### src/rtl/pipeline_drain.sv
// pipeline_drain: receive-side drain FIFO for a tagged result pipeline.
// Incoming {tag, data} transfers (valid_in = transfer now) are buffered and
// re-presented to a consumer through a persistent valid/ready handshake.
// ready_out feeds the producer's ready input so results are never lost
// while the producer honours it; ignored backpressure sets sticky overflow.
// Optional build macro: PIPELINE_DRAIN_BYPASS_EN (empty-FIFO cut-through).
module pipeline_drain #(
   parameter int unsigned TAG_WIDTH  = 32,
   parameter int unsigned DATA_WIDTH = 32,
   parameter int unsigned DEPTH      = 4,
   parameter int unsigned CNT_WIDTH  = 3
) (
   input  logic                  clk,
   input  logic                  reset,
   input  logic                  valid_in,
   input  logic [TAG_WIDTH-1:0]  tag_in,
   input  logic [DATA_WIDTH-1:0] data_in,
   output logic                  ready_out,
   output logic                  valid_out,
   input  logic                  ready_in,
   output logic [TAG_WIDTH-1:0]  tag_out,
   output logic [DATA_WIDTH-1:0] data_out,
   output logic [CNT_WIDTH-1:0]  count,
   output logic                  busy,
   output logic                  overflow
);

   localparam int unsigned PTR_W = $clog2(DEPTH);
   localparam int unsigned ENT_W = TAG_WIDTH + DATA_WIDTH;

   // Fill level is a pure function of the occupancy counter.
   typedef enum logic [1:0] {
      FILL_EMPTY,
      FILL_PARTIAL,
      FILL_FULL
   } fill_e;

   logic [ENT_W-1:0]     storage [DEPTH];
   logic [PTR_W-1:0]     rd_ptr;
   logic [PTR_W-1:0]     wr_ptr;
   logic [CNT_WIDTH-1:0] count_q;
   logic                 overflow_q;
   fill_e                fill;
   logic [ENT_W-1:0]     head;
   logic                 pop;
   logic                 push;
   logic                 bypass_take;
   logic                 wr_en;
   logic                 rd_en;

   // Classify occupancy into empty / partial / full.
   always_comb begin
      fill = FILL_PARTIAL;
      if (count_q == '0) begin
         fill = FILL_EMPTY;
      end else if (count_q == CNT_WIDTH'(DEPTH)) begin
         fill = FILL_FULL;
      end
   end

   // Handshake decode: head presentation, pop/push qualification, ready_out.
   always_comb begin
      head        = storage[rd_ptr];
      valid_out   = 1'b0;
      tag_out     = '0;
      data_out    = '0;
      bypass_take = 1'b0;

      if (fill != FILL_EMPTY) begin
         valid_out = 1'b1;
         tag_out   = head[ENT_W-1:DATA_WIDTH];
         data_out  = head[DATA_WIDTH-1:0];
      end
`ifdef PIPELINE_DRAIN_BYPASS_EN
      else if (valid_in) begin
         valid_out = 1'b1;
         tag_out   = tag_in;
         data_out  = data_in;
      end
`endif

      pop       = valid_out & ready_in;
      // A pop frees a slot this cycle, so a full FIFO still accepts.
      ready_out = (fill != FILL_FULL) | pop;
      push      = valid_in & ready_out;

`ifdef PIPELINE_DRAIN_BYPASS_EN
      // Empty cut-through consumed this cycle: never touches storage.
      bypass_take = (fill == FILL_EMPTY) & pop;
`endif

      wr_en = push & ~bypass_take;
      rd_en = pop & ~bypass_take;
   end

   // Pointer, occupancy and sticky overflow state.
   always_ff @(posedge clk or posedge reset) begin
      if (reset) begin
         rd_ptr     <= '0;
         wr_ptr     <= '0;
         count_q    <= '0;
         overflow_q <= 1'b0;
      end else begin
         if (wr_en) begin
            wr_ptr <= wr_ptr + PTR_W'(1);
         end
         if (rd_en) begin
            rd_ptr <= rd_ptr + PTR_W'(1);
         end
         case ({wr_en, rd_en})
            2'b10:   count_q <= count_q + CNT_WIDTH'(1);
            2'b01:   count_q <= count_q - CNT_WIDTH'(1);
            default: count_q <= count_q;
         endcase
         if (valid_in & ~ready_out) begin
            overflow_q <= 1'b1;
         end
      end
   end

   // Entry storage; contents are don't-care until written.
   always_ff @(posedge clk) begin
      if (wr_en) begin
         storage[wr_ptr] <= {tag_in, data_in};
      end
   end

   // Status outputs.
   always_comb begin
      count    = count_q;
      busy     = (fill != FILL_EMPTY);
      overflow = overflow_q;
   end

endmodule

### config.mk
export PLATFORM = sky130hd
export DESIGN_NAME = pipeline_drain
export DESIGN_NICKNAME = d
export VERILOG_FILES = /design/src/rtl/pipeline_drain.sv
export SDC_FILE = /design/constraint.sdc
export NUM_CORES = 1
export LEC_CHECK = 0
export ABC_AREA = 1
export BUFFER_PORTS_ARGS = -buffer_cell sky130_fd_sc_hd__buf_2
export CAP_MARGIN = 20
export CORE_MARGIN = 2
export CORE_UTILIZATION = 62
export DETAILED_ROUTE_END_ITERATION = 8
export PLACE_DENSITY = 0.92
export SLEW_MARGIN = 20
export SYNTH_ARGS = -nofsm -noshare
export SYNTH_HDL_FRONTEND = slang
export SYNTH_SLANG_ARGS = --single-unit
### constraint.sdc
create_clock -name clk -period 8.1 [get_ports clk]
set_clock_uncertainty 0.15 [all_clocks]
set_input_delay 1.215 -clock clk [delete_from_list [all_inputs] [get_ports clk]]
set_output_delay 1.215 -clock clk [all_outputs]
set_load 0.02 [all_outputs]
# Yosys cells after proc, flatten, opt, wreduce, memory -nomap -nowiden

Memory sizes are Yosys's and may differ from the RTL's.
Cells that the tools add are included.
W data, S select, Z words.

RAM bits: 256
Memories: 1
Output and inout port bits: 71
Word-level logic and storage cells: 29
Register bits: 8
Input bits: 68

Muxes and demuxes: 8
Equal/unequal tests: 4
Add/subtract/negate cells: 4
Bitwise logic cells: 5
Reductions and logical operators: 3

Memories:

| name    | depth | bits a word | rd ports | clocked after memory_dff | wr ports | RTL line | RTL |
|---|---|---|---|---|---|---|---|
| storage | 4     | 64          | 1        | 0                        | 1        | 38       | `logic [ENT_W-1:0] storage [DEPTH];` |

Operators with widths:

| cell                  | count |
|---|---|
| $mux W32              | 2 |
| $pmux W3 S2           | 1 |
| $add A2 B1 Y2 const B | 2 |
| $mux W2               | 2 |
| $reduce_bool A2 Y1    | 2 |
| $add A3 B1 Y3 const B | 1 |
| $and A1 B1 Y1         | 3 |
| $eq A3 B3 Y1 const B  | 1 |
| $logic_not A3 Y1      | 1 |
| $mux W1               | 3 |
| $sub A3 B1 Y3 const B | 1 |
| $eq A2 B1 Y1 const B  | 1 |
| $eq A2 B2 Y1 const B  | 1 |
| $ne A2 B2 Y1 const B  | 1 |
| $not A1 Y1            | 1 |
| $or A1 B1 Y1          | 1 |

# Longest topological paths before layout

Gate-level depths: netlist of the first run.

Depth in word-level cells: 10
Gate-level depth with buffers: 9
Gate-level depth less buffers: 9

# Worst setup path before layout of the first run

OpenSTA, ideal clock, no wires.

Path type: input to register
Start point: input ready_in
End point: memory storage[0][0] (netlist bit) (enable)
Setup time: 0.487 ns
Data required time: 7.463 ns
Slack: 3.079 ns
Cell stages on the path: 4
Buffers on the path: 0
Data arrival time: 4.384 ns
Cells stage by stage: nor2_1 > nand2_1 > nand2_1 > nor2_1

Word-level cells in the longest chain between the ends: 5

RTL lines:

| what                          | RTL line | RTL |
|---|---|---|
| start: declaration            | 20       | `input logic ready_in,` |
| $and A1 B1 Y1                 | 82       | `pop = valid_out & ready_in;` |
| $or A1 B1 Y1                  | 84       | `ready_out = (fill != FILL_FULL) \| pop;` |
| via ready_out                 | 18       | `output logic ready_out,` |
| $and A1 B1 Y1                 | 85       | `push = valid_in & ready_out;` |
| $mux W1                       | 123      | `if (wr_en) begin` |
| $mux W1 (implied by the code) | 124      | `storage[wr_ptr] <= {tag_in, data_in};` |
| end: declaration              | 38       |  |

The timed path passes the listed nets, and every way through them passes these cells.

# Worst setup path after layout of the first run

Start point: register rd_ptr[0]
End point: output tag_out[31]

Word-level cells in the longest chain between the ends: 2

RTL lines:

| what                     | RTL line | RTL |
|---|---|---|
| start: declaration       | 39       | `logic [PTR_W-1:0] rd_ptr;` |
| start signal: assignment | 108      | `rd_ptr <= rd_ptr + PTR_W'(1);` |
| $mem_v2 Z4 W64           | -        |  |
| $mux W32                 | 69       | `if (fill != FILL_EMPTY) begin` |
| end: declaration         | 21       | `output logic [TAG_WIDTH-1:0] tag_out,` |

Every way passes these cells.

==> results.yml, run 1 <==
worst_setup_path:
  critPathMaxStageDelay_ns: 0.86
  critPathBufInv: 2
  crit_cells: 6
  crit_path_end_kind: "output port"
  slowest_stage: "buf_4"
  cp-startpoint: "rd_ptr[0]"
  path_class: "reg -> out"
  crit_path_frequent_cell: "nor2_1"
  reg2reg_slack_ns: 5.30
  cp.arrival_ns: 3.00
  crit_chain: "buf_4, nor2_1, nor2_1, o21ai_0, a21oi_1, buf_2"
  r2r_cells: 6
  start_kind: "flip-flop"
  timing.rr.end: "storage[0][62]"
  critical_path.endpoint: "tag_out[31]"
  worstPathMaxFanout: 103
  timing.rr.start: "count[2]"
  cp_top_family: "buffers and inverters"
  cp_data_required_time_ns: 6.73
timing:
  fmax_mhz: 229.2
  report.final.hold_viol_count: 0
  period_share: 0.5387
  worst_pin_slew_ns: 1.109
  timing.final.ws_setup_ns: 3.736
  rsz0062_at_grt: "no"
  setup_viol: 0
  final.setup.tns_ns: 0
  period_needed_ns: 4.364
  relSlewSlack: 0.2609
  drv_slew: 0
global_route:
  grt_usage: 0.2370
  antenna_found_initial: 3
  grt_overflow: 0
  grt_pass1_wl_microns: 32830
  grt_pass1_vias: 6557
  grt_max_degree: 130
floorplanning:
  die_y_microns: 133.2
  pin_count: 139
  dieArea_sq_um: 17730
  core_area_sq_um: 16470
  initial_core_util: 0.6283
  rows: 47
  die_x_microns: 133.2
flow_run:
  maxCapViolations: 0
clocking:
  clockRootBuffer: "clkbuf_16"
  cts_buffers: 26
  cts_tree: "yes"
  cts_setup_buffers: 0
  clk-insertion-delay-late_ns: 0.51
  post_cts_resized: 0
  path_clk_slew_ns: 0.06
  htree_levels: 1
  cts_buffer_depth: 3
  cts_sinks: 264
  hold_buffers: 0
place:
  post-place-ws_ns: 4.362
  place_congestion: 0.7932
  portBuffers: 138
  post_dp_cell_area_sq_um: 11160
  hpwl_microns: 11440
power_and_ir_drop:
  clockPowerShare: 0.219
  p_leak_nw: 4.301
  p_sw_mw: 1.919
  switching_share: 0.3935
  seqPwrFrac: 0.387
  p_per_area_nw_per_um2: 408.5
  peakVddDrop_v: 0.0002959
  p_int_mw: 2.958
  total_power_mw: 4.877
  p_comb_frac: 0.395
detailed_routing:
  drc: 0
  dr.pass1.iters: 5
  drt_first_iter_violations: 662
  vias: 6626
  routed_wl_microns: 21010
  vias_per_cell: 5.610
  routedWlPerCell_microns: 17.79
  ant_nets: 0
synth:
  syn_avg_cell_area_sq_um: 12.72
  yosysSeqAreaShare: 0.7625
  synth-seq-cells: 264
  synth_warnings: 0
  syn-num-nets: 886
  syn_area_sq_um: 10340
  syn_inst: 813
  synth.distinct_cells: 19
layout:
  drive_above_1_share: 0.1973
  final_nets: 1013
  area_delta_synth_final_pct: 15.41
  fin_area_sq_um: 11940
status:
  status: "completed"
hold_path:
  hold_class: "reg -> reg"
-- power by group through the flow --
| stage | Sequential [mW] | Clock, mW | Combinational [mW] |
|---|---|---|---|
| finish | 1.89 | 1.07 | 1.92 |
| global route | 1.91 | 1.14 | 2.11 |
| CTS | 1.88 | 1.08 | 1.93 |
| detailed placement | 1.91 | 0 | 1.92 |
| global placement | 1.90 | 0 | 1.86 |
| floorplan | 1.91 | 0 | 1.33 |
-- cell families after synthesis --
logic type               after synthesis  synth area share
buffers and inverters                 65           0.03060
XOR/XNOR                               3          0.002540
flip-flops                           264            0.7625
AO/OA/AOI/OAI                        196           0.09507
adder cells (fa/ha/maj)                5          0.006773
AND/OR/NAND/NOR                      280            0.1026
-- cells in the mapped netlist --
library cell / count / share of area
a21oi_1: 66 / 0.032
buf_1: 6 / 0.0022
buf_2: 13 / 0.0063
buf_4: 15 / 0.011
clkbuf_1: 14 / 0.0051
dfrtp_1: 8 / 0.019
edfxtp_1: 256 / 0.74
fa_1: 1 / 0.0019
ha_1: 4 / 0.0048
inv_1: 14 / 0.0051
inv_2: 3 / 0.0011
nand2_1: 9 / 0.0033
nand3_1: 4 / 0.0019
nand4_1: 2 / 0.0012
nor2_1: 265 / 0.096
o21ai_0: 122 / 0.059
o21ai_1: 7 / 0.0034
o21bai_1: 1 / 0.00073
xor2_1: 3 / 0.0025
-- routing by layer --
layer,track usage,vias to the layer above,share of wire
li1,-,3123,-
met1,0.3120,3197,0.40
met2,0.4047,268,0.51
met3,0.03615,36,0.065
met4,0.09279,2,0.022
met5,0,-,0.00062
-- flip-flops by register name, indices dropped and copies added, names as in the netlist --
signal / flops
count: 3
overflow: 1
rd_ptr: 2
storage: 256
wr_ptr: 2
-- layout make-up --
type	instances	area, sq um
sequential	264	7893
fill	1044	4527
multi-input combinational	484	2171
timing repair buffer	147	762.0
clock buffer	33	698.2
tap	220	275.3
clock inverter	13	67.56
inverter	17	65.06
antenna	3	7.507
-- metrics by stage --
step	hold WS, ns	util	cells
3_3_place_gp	0.3120	0.6779	1132
4_1_cts	0.3204	0.7244	1178
2_1_floorplan	0.4066	-	813
3_5_place_dp	0.3077	0.6779	1132
6_report	0.3147	0.7251	1181
5_1_grt	0.3553	0.7249	1180
-- layout by cell type, fill, tap and decap left out, types with 7 or more instances in the layout --
cell	synthesis	final
clkbuf_16	0	27
o21ai_0	122	122
nand2_1	9	9
edfxtp_1	256	256
nor2_1	265	261
o21ai_1	7	7
buf_4	15	8
a21oi_1	66	66
inv_1	14	14
clkinv_1	0	7
buf_2	13	138
-- how the worst min path moves through the flow --
stage / start / slack (ns) / to / cells after the start
6_report: overflow / 0.31 / overflow / 1
5_1_grt: overflow / 0.36 / overflow / 1
4_1_cts: overflow / 0.32 / overflow / 1
3_5_place_dp: overflow / 0.31 / overflow / 1
3_3_place_gp: overflow / 0.31 / overflow / 1
2_1_floorplan: wr_ptr[1] / 0.41 / wr_ptr[1] / 2
Power figures use the tool's default switching activity.
==> inputs of run 2 (changes only) <==
CORE_UTILIZATION = 52   (was 62)
PLACE_DENSITY = 0.83   (was 0.92)
clock period = 4 ns   (was 8.1 ns; I/O delays follow)
==> run 2 against run 1 <==
Sequential cell count unchanged. Final cell count is 3.9% higher. Cell area rose by 1.6%. Sequential share of layout area decreased by 1.0 points. Non-clock buffer count up 2. Via count rose by 1.2%. Clock-buffer cell count increased by 2. Critical path depth unchanged. Register-to-register slack lost 3.7 ns. Core utilization is 10 points lower. Clock power up 120%. Die area grew 19%.
==> results.yml, run 2 (synthesized netlist as in run 1, its figures left out) <==
clocking:
  cts_sinks: 264
  cts_buffer_depth: 3
  hold_buffers: 1
  clk-insertion-delay-late_ns: 0.53
  cts_buffers: 26
  post_cts_resized: 0
  cts_setup_buffers: 0
  clockRootBuffer: "clkbuf_16"
  cts_tree: "yes"
  htree_levels: 1
  path_clk_slew_ns: 0.07
timing:
  fmax_mhz: 308.0
  fin_hold_ws_ns: 0.1348
  period_share: 0.8118
  timing.final.ws_setup_ns: 0.7530
  worst_pin_slew_ns: 0.8850
  drv_slew: 0
  setup_viol: 0
  report.final.hold_viol_count: 0
  rsz0062_at_grt: "no"
  period_needed_ns: 3.247
  relSlewSlack: 0.4100
floorplanning:
  pin_count: 139
  initial_core_util: 0.5315
  rows: 51
  die_x_microns: 145.0
  die_y_microns: 145.0
  core_area_sq_um: 19460
  dieArea_sq_um: 21040
detailed_routing:
  ant_nets: 0
  drt_first_iter_violations: 673
  drc: 0
  dr.pass1.iters: 5
  vias_per_cell: 5.465
  vias: 6705
  routedWlPerCell_microns: 18.69
  routed_wl_microns: 22940
global_route:
  grt_usage: 0.2156
  antenna_found_initial: 2
  grt_max_degree: 130
  grt_pass1_wl_microns: 35690
  grt_overflow: 0
  grt_pass1_vias: 6675
worst_setup_path:
  crit_path_end_kind: "output port"
  slowest_stage: "buf_4"
  start_kind: "flip-flop"
  cp.arrival_ns: 2.50
  worstPathMaxFanout: 64
  cp_top_family: "buffers and inverters"
  path_class: "reg -> out"
  critPathMaxStageDelay_ns: 0.65
  crit_chain: "nor2_1, nand2_1, inv_2, buf_4, a21oi_1, buf_2"
  critPathBufInv: 3
  cp_data_required_time_ns: 3.25
layout:
  layout_commonest_cell: "nor2_1"
  largest_reg_flops: 256
  final_cell_mix: "nor2_1, edfxtp_1, buf_2"
  drive_above_1_share: 0.2008
  area_delta_synth_final_pct: 17.26
  stdcell_count: 1227
  top_register: "storage"
  final_nets: 1015
place:
  dp_cells: 1178
  hpwl_microns: 12770
  portBuffers: 138
  place_congestion: 0.8145
  post-place-ws_ns: 1.298
power_and_ir_drop:
  p_per_area_nw_per_um2: 835.4
  p_leak_nw: 4.357
  peakVddDrop_v: 0.0004447
status:
  status: "completed"
hold_path:
  hold_class: "in -> reg"
flow_run:
  maxCapViolations: 0
-- run 2: report_power, final --
group	switching [mW]	internal [mW]	leakage [nW]	total, mW
Combinational	2.88	1.17	1.52	4.05
Sequential	0.131	3.64	2.44	3.77
Clock	0.969	1.35	0.404	2.32
Total	3.98	6.15	4.36	10.1
-- run 2: metrics by stage --
stage / power (mW) / TNS, ns / util / instance area (sq um)
after floorplan: 6.564 / -103.90 / - / 10340
after global placement: 7.793 / 0 / 0.5806 / 11300
after detailed placement: 7.864 / 0 / 0.5806 / 11300
after CTS: 10.20 / 0 / 0.6231 / 12130
after global routing: 10.70 / 0 / 0.6231 / 12130
final: 10.13 / 0 / 0.6233 / 12130
-- run 2: final cells by class --
class                           count  area [sq um]
Multi-Input combinational cell    484          2171
Tap cell                          265         331.6
Inverter                           17         65.06
Clock inverter                     12         81.33
Antenna cell                        1         2.502
Sequential cell                   264          7893
Fill cell                        1437          7332
Timing Repair Buffer              149         850.8
Clock buffer                       35         735.7
-- run 2: layer usage --
metal,vias to the layer above,GRT usage,routed length (microns)
li1,3136,-,-
met1,3288,0.2810,9182
met2,237,0.3733,11770
met3,42,0.03774,1512
met4,2,0.06436,463
met5,-,0,10
-- run 2: worst reg2reg max path: stages (launching register included) --
cell and delay, ns:
dfrtp_1 0.39, inv_1 0.10, nor2_1 0.05, nand2_1 0.14
nand2_1 0.32, nor2_4 0.56, buf_12 0.36
-- run 2: final timing paths --
check / from / to / slack (ns) / cells after the start
max: count[0] / data_out[5] / 0.75 / 6
min reg2reg: overflow / overflow / 0.33 / 1
min: tag_in[31] / storage[0][63] / 0.13 / 1
max in group asynchronous: reset / rd_ptr[0] / 3.01 / 3
min in group asynchronous: reset / overflow / 0.41 / 3
max reg2reg: count[2] / storage[0][35] / 1.57 / 6
==> inputs of run 3 (changes only) <==
CORE_UTILIZATION = 57   (was 52)
PLACE_DENSITY = 0.86   (was 0.83)
clock period = 3.3 ns   (was 4 ns; I/O delays follow)
==> run 3 against run 2 <==
Routed wire length down 6.0%. Final cell count decreased by 2.0%. Non-clock buffer count grew 11. Die area is 8.5% lower. Register-to-register slack lost 0.53 ns. Cell area rose by 0.66%. Combinational power grew 20%. Via count barely moved. Critical path depth unchanged. Power rose by 23%. Hold slack got worse by 0.096 ns. Sequential share of layout area is 0.43 points lower. Largest cell class unchanged. Highest routed layer is now met4.
==> results.yml, run 3 (synthesized netlist as in run 1, its figures left out) <==
worst_setup_path:
  start_kind: "flip-flop"
  reg2reg_slack_ns: 1.04
  timing.rr.start: "count[2]"
  cp_data_required_time_ns: 2.65
  crit_path_end_kind: "output port"
  timing.rr.end: "storage[1][1]"
  path_class: "reg -> out"
  worstPathMaxFanout: 50
  cp.arrival_ns: 2.48
  r2r_cells: 6
floorplanning:
  core_area_sq_um: 17900
  dieArea_sq_um: 19240
  pin_count: 139
  die_x_microns: 138.7
  rows: 49
  initial_core_util: 0.5779
  die_y_microns: 138.7
timing:
  rsz0062_at_grt: "no"
  drv_slew: 0
  setup_viol: 0
  period_share: 0.9464
  period_needed_ns: 3.123
  fmax_mhz: 320.2
  worst_pin_slew_ns: 0.6465
  relSlewSlack: 0.5690
  report.final.hold_viol_count: 0
  final.setup.tns_ns: 0
flow_run:
  maxCapViolations: 0
power_and_ir_drop:
  p_comb_frac: 0.390
  total_power_mw: 12.44
  p_sw_mw: 4.777
  p_int_mw: 7.664
  p_leak_nw: 4.431
  seqPwrFrac: 0.371
  switching_share: 0.3840
  clockPowerShare: 0.239
  p_per_area_nw_per_um2: 1019
  peakVddDrop_v: 0.0006829
layout:
  drive_above_1_share: 0.2107
  fill_cells: 1215
  largest_reg_flops: 256
  top_register: "storage"
  final_cell_mix: "nor2_1, edfxtp_1, buf_2"
  layout_commonest_cell: "nor2_1"
  stdcell_count: 1203
  area_delta_synth_final_pct: 18.03
  final_nets: 1026
  fin_area_sq_um: 12210
  post-route-util: 0.6821
detailed_routing:
  routedWlPerCell_microns: 17.92
  vias_per_cell: 5.571
  vias: 6702
  ant_nets: 0
  drc: 0
  dr.pass1.iters: 5
  routed_wl_microns: 21550
  drt_first_iter_violations: 485
clocking:
  clk-insertion-delay-late_ns: 0.52
  path_clk_slew_ns: 0.06
  cts_tree: "yes"
  post_cts_resized: 0
  cts_buffer_depth: 3
  cts_setup_buffers: 0
  hold_buffers: 1
  cts_buffers: 26
  htree_levels: 1
  clockRootBuffer: "clkbuf_16"
  cts_sinks: 264
global_route:
  antenna_found_initial: 2
  grt_max_degree: 130
  grt_pass1_wl_microns: 33780
  grt_overflow: 0
  grt_pass1_vias: 6639
  grt_usage: 0.2207
place:
  place_congestion: 0.7922
  post_dp_cell_area_sq_um: 11330
  portBuffers: 138
  hpwl_microns: 12260
  dp_cells: 1153
hold_path:
  hp-start: "tag_in[5]"
  holdPathStages: 1
  hold_class: "in -> reg"
  min_to: "storage[2][37]"
status:
  status: "completed"
==> run 3: cell count changes in the layout (fill, tap and decap cells not counted), sizes merged <==
cell | before | now
buf | 148 | 159
clkbuf | 35 | 29
bufinv | 1 | 4
clkinv | 11 | 14
clkinvlp | 0 | 2
inv | 17 | 16
==> run 3: worst max path at each step <==
| stage | startpoint | end | slack (ns) | depth (start not counted) |
|---|---|---|---|---|
| after floorplan | count[2] | storage[0][0] | -0.05 | 5 |
| after global placement | rd_ptr[1] | tag_out[20] | 0.77 | 6 |
| after detailed placement | rd_ptr[1] | tag_out[11] | 0.70 | 6 |
| after CTS | rd_ptr[1] | tag_out[11] | 0.14 | 6 |
| after global routing | rd_ptr[1] | tag_out[11] | 0.03 | 6 |
| final | rd_ptr[1] | tag_out[11] | 0.18 | 6 |
==> run 3: area by class of cell <==
| cell class | count | area, sq um | share of cell area |
|---|---|---|---|
| clock buffer | 29 | 683.2 | 0.05595 |
| multi-input combinational | 484 | 2171 | 0.1778 |
| sequential | 264 | 7893 | 0.6464 |
| tap | 229 | 286.5 | 0.02347 |
| antenna | 1 | 2.502 | 0.0002049 |
| clock inverter | 19 | 188.9 | 0.01547 |
| inverter | 17 | 65.06 | 0.005328 |
| timing repair buffer | 160 | 920.9 | 0.07542 |
==> run 3: power groups by stage <==
stage	clock network, mW	logic (mW)	registers (mW)
finish	2.97	4.85	4.62
global route	3.16	5.31	4.66
CTS	3.02	4.89	4.62
detailed placement	0	4.86	4.68
global placement	0	4.75	4.65
floorplan	0	3.29	4.65
==> run 3: worst max-delay path, stage by stage (launching register included) <==
cell	delay (ns)
dfrtp_2	0.71
inv_2	0.28
buf_12	0.28
nor2_1	0.12
o21ai_0	0.08
a21oi_1	0.25
buf_2	0.23
==> run 3: per-layer routing <==
metal / up-vias / wire length, microns / GRT usage
li1: 3153 / - / -
met1: 3258 / 8499 / 0.2759
met2: 249 / 11200 / 0.3960
met3: 42 / 1405 / 0.03522
met4: 0 / 448 / 0.07549
met5: - / 0 / 0
==> run 3: through the flow <==
step / setup WS, ns / hold slack [ns]
floorplan: -0.04614 / 0.1607
global placement: 0.7713 / 0.3057
detailed placement: 0.7023 / 0.3135
CTS: 0.1379 / 0.01560
global route: 0.02955 / 0.02094
finish: 0.1768 / 0.03880
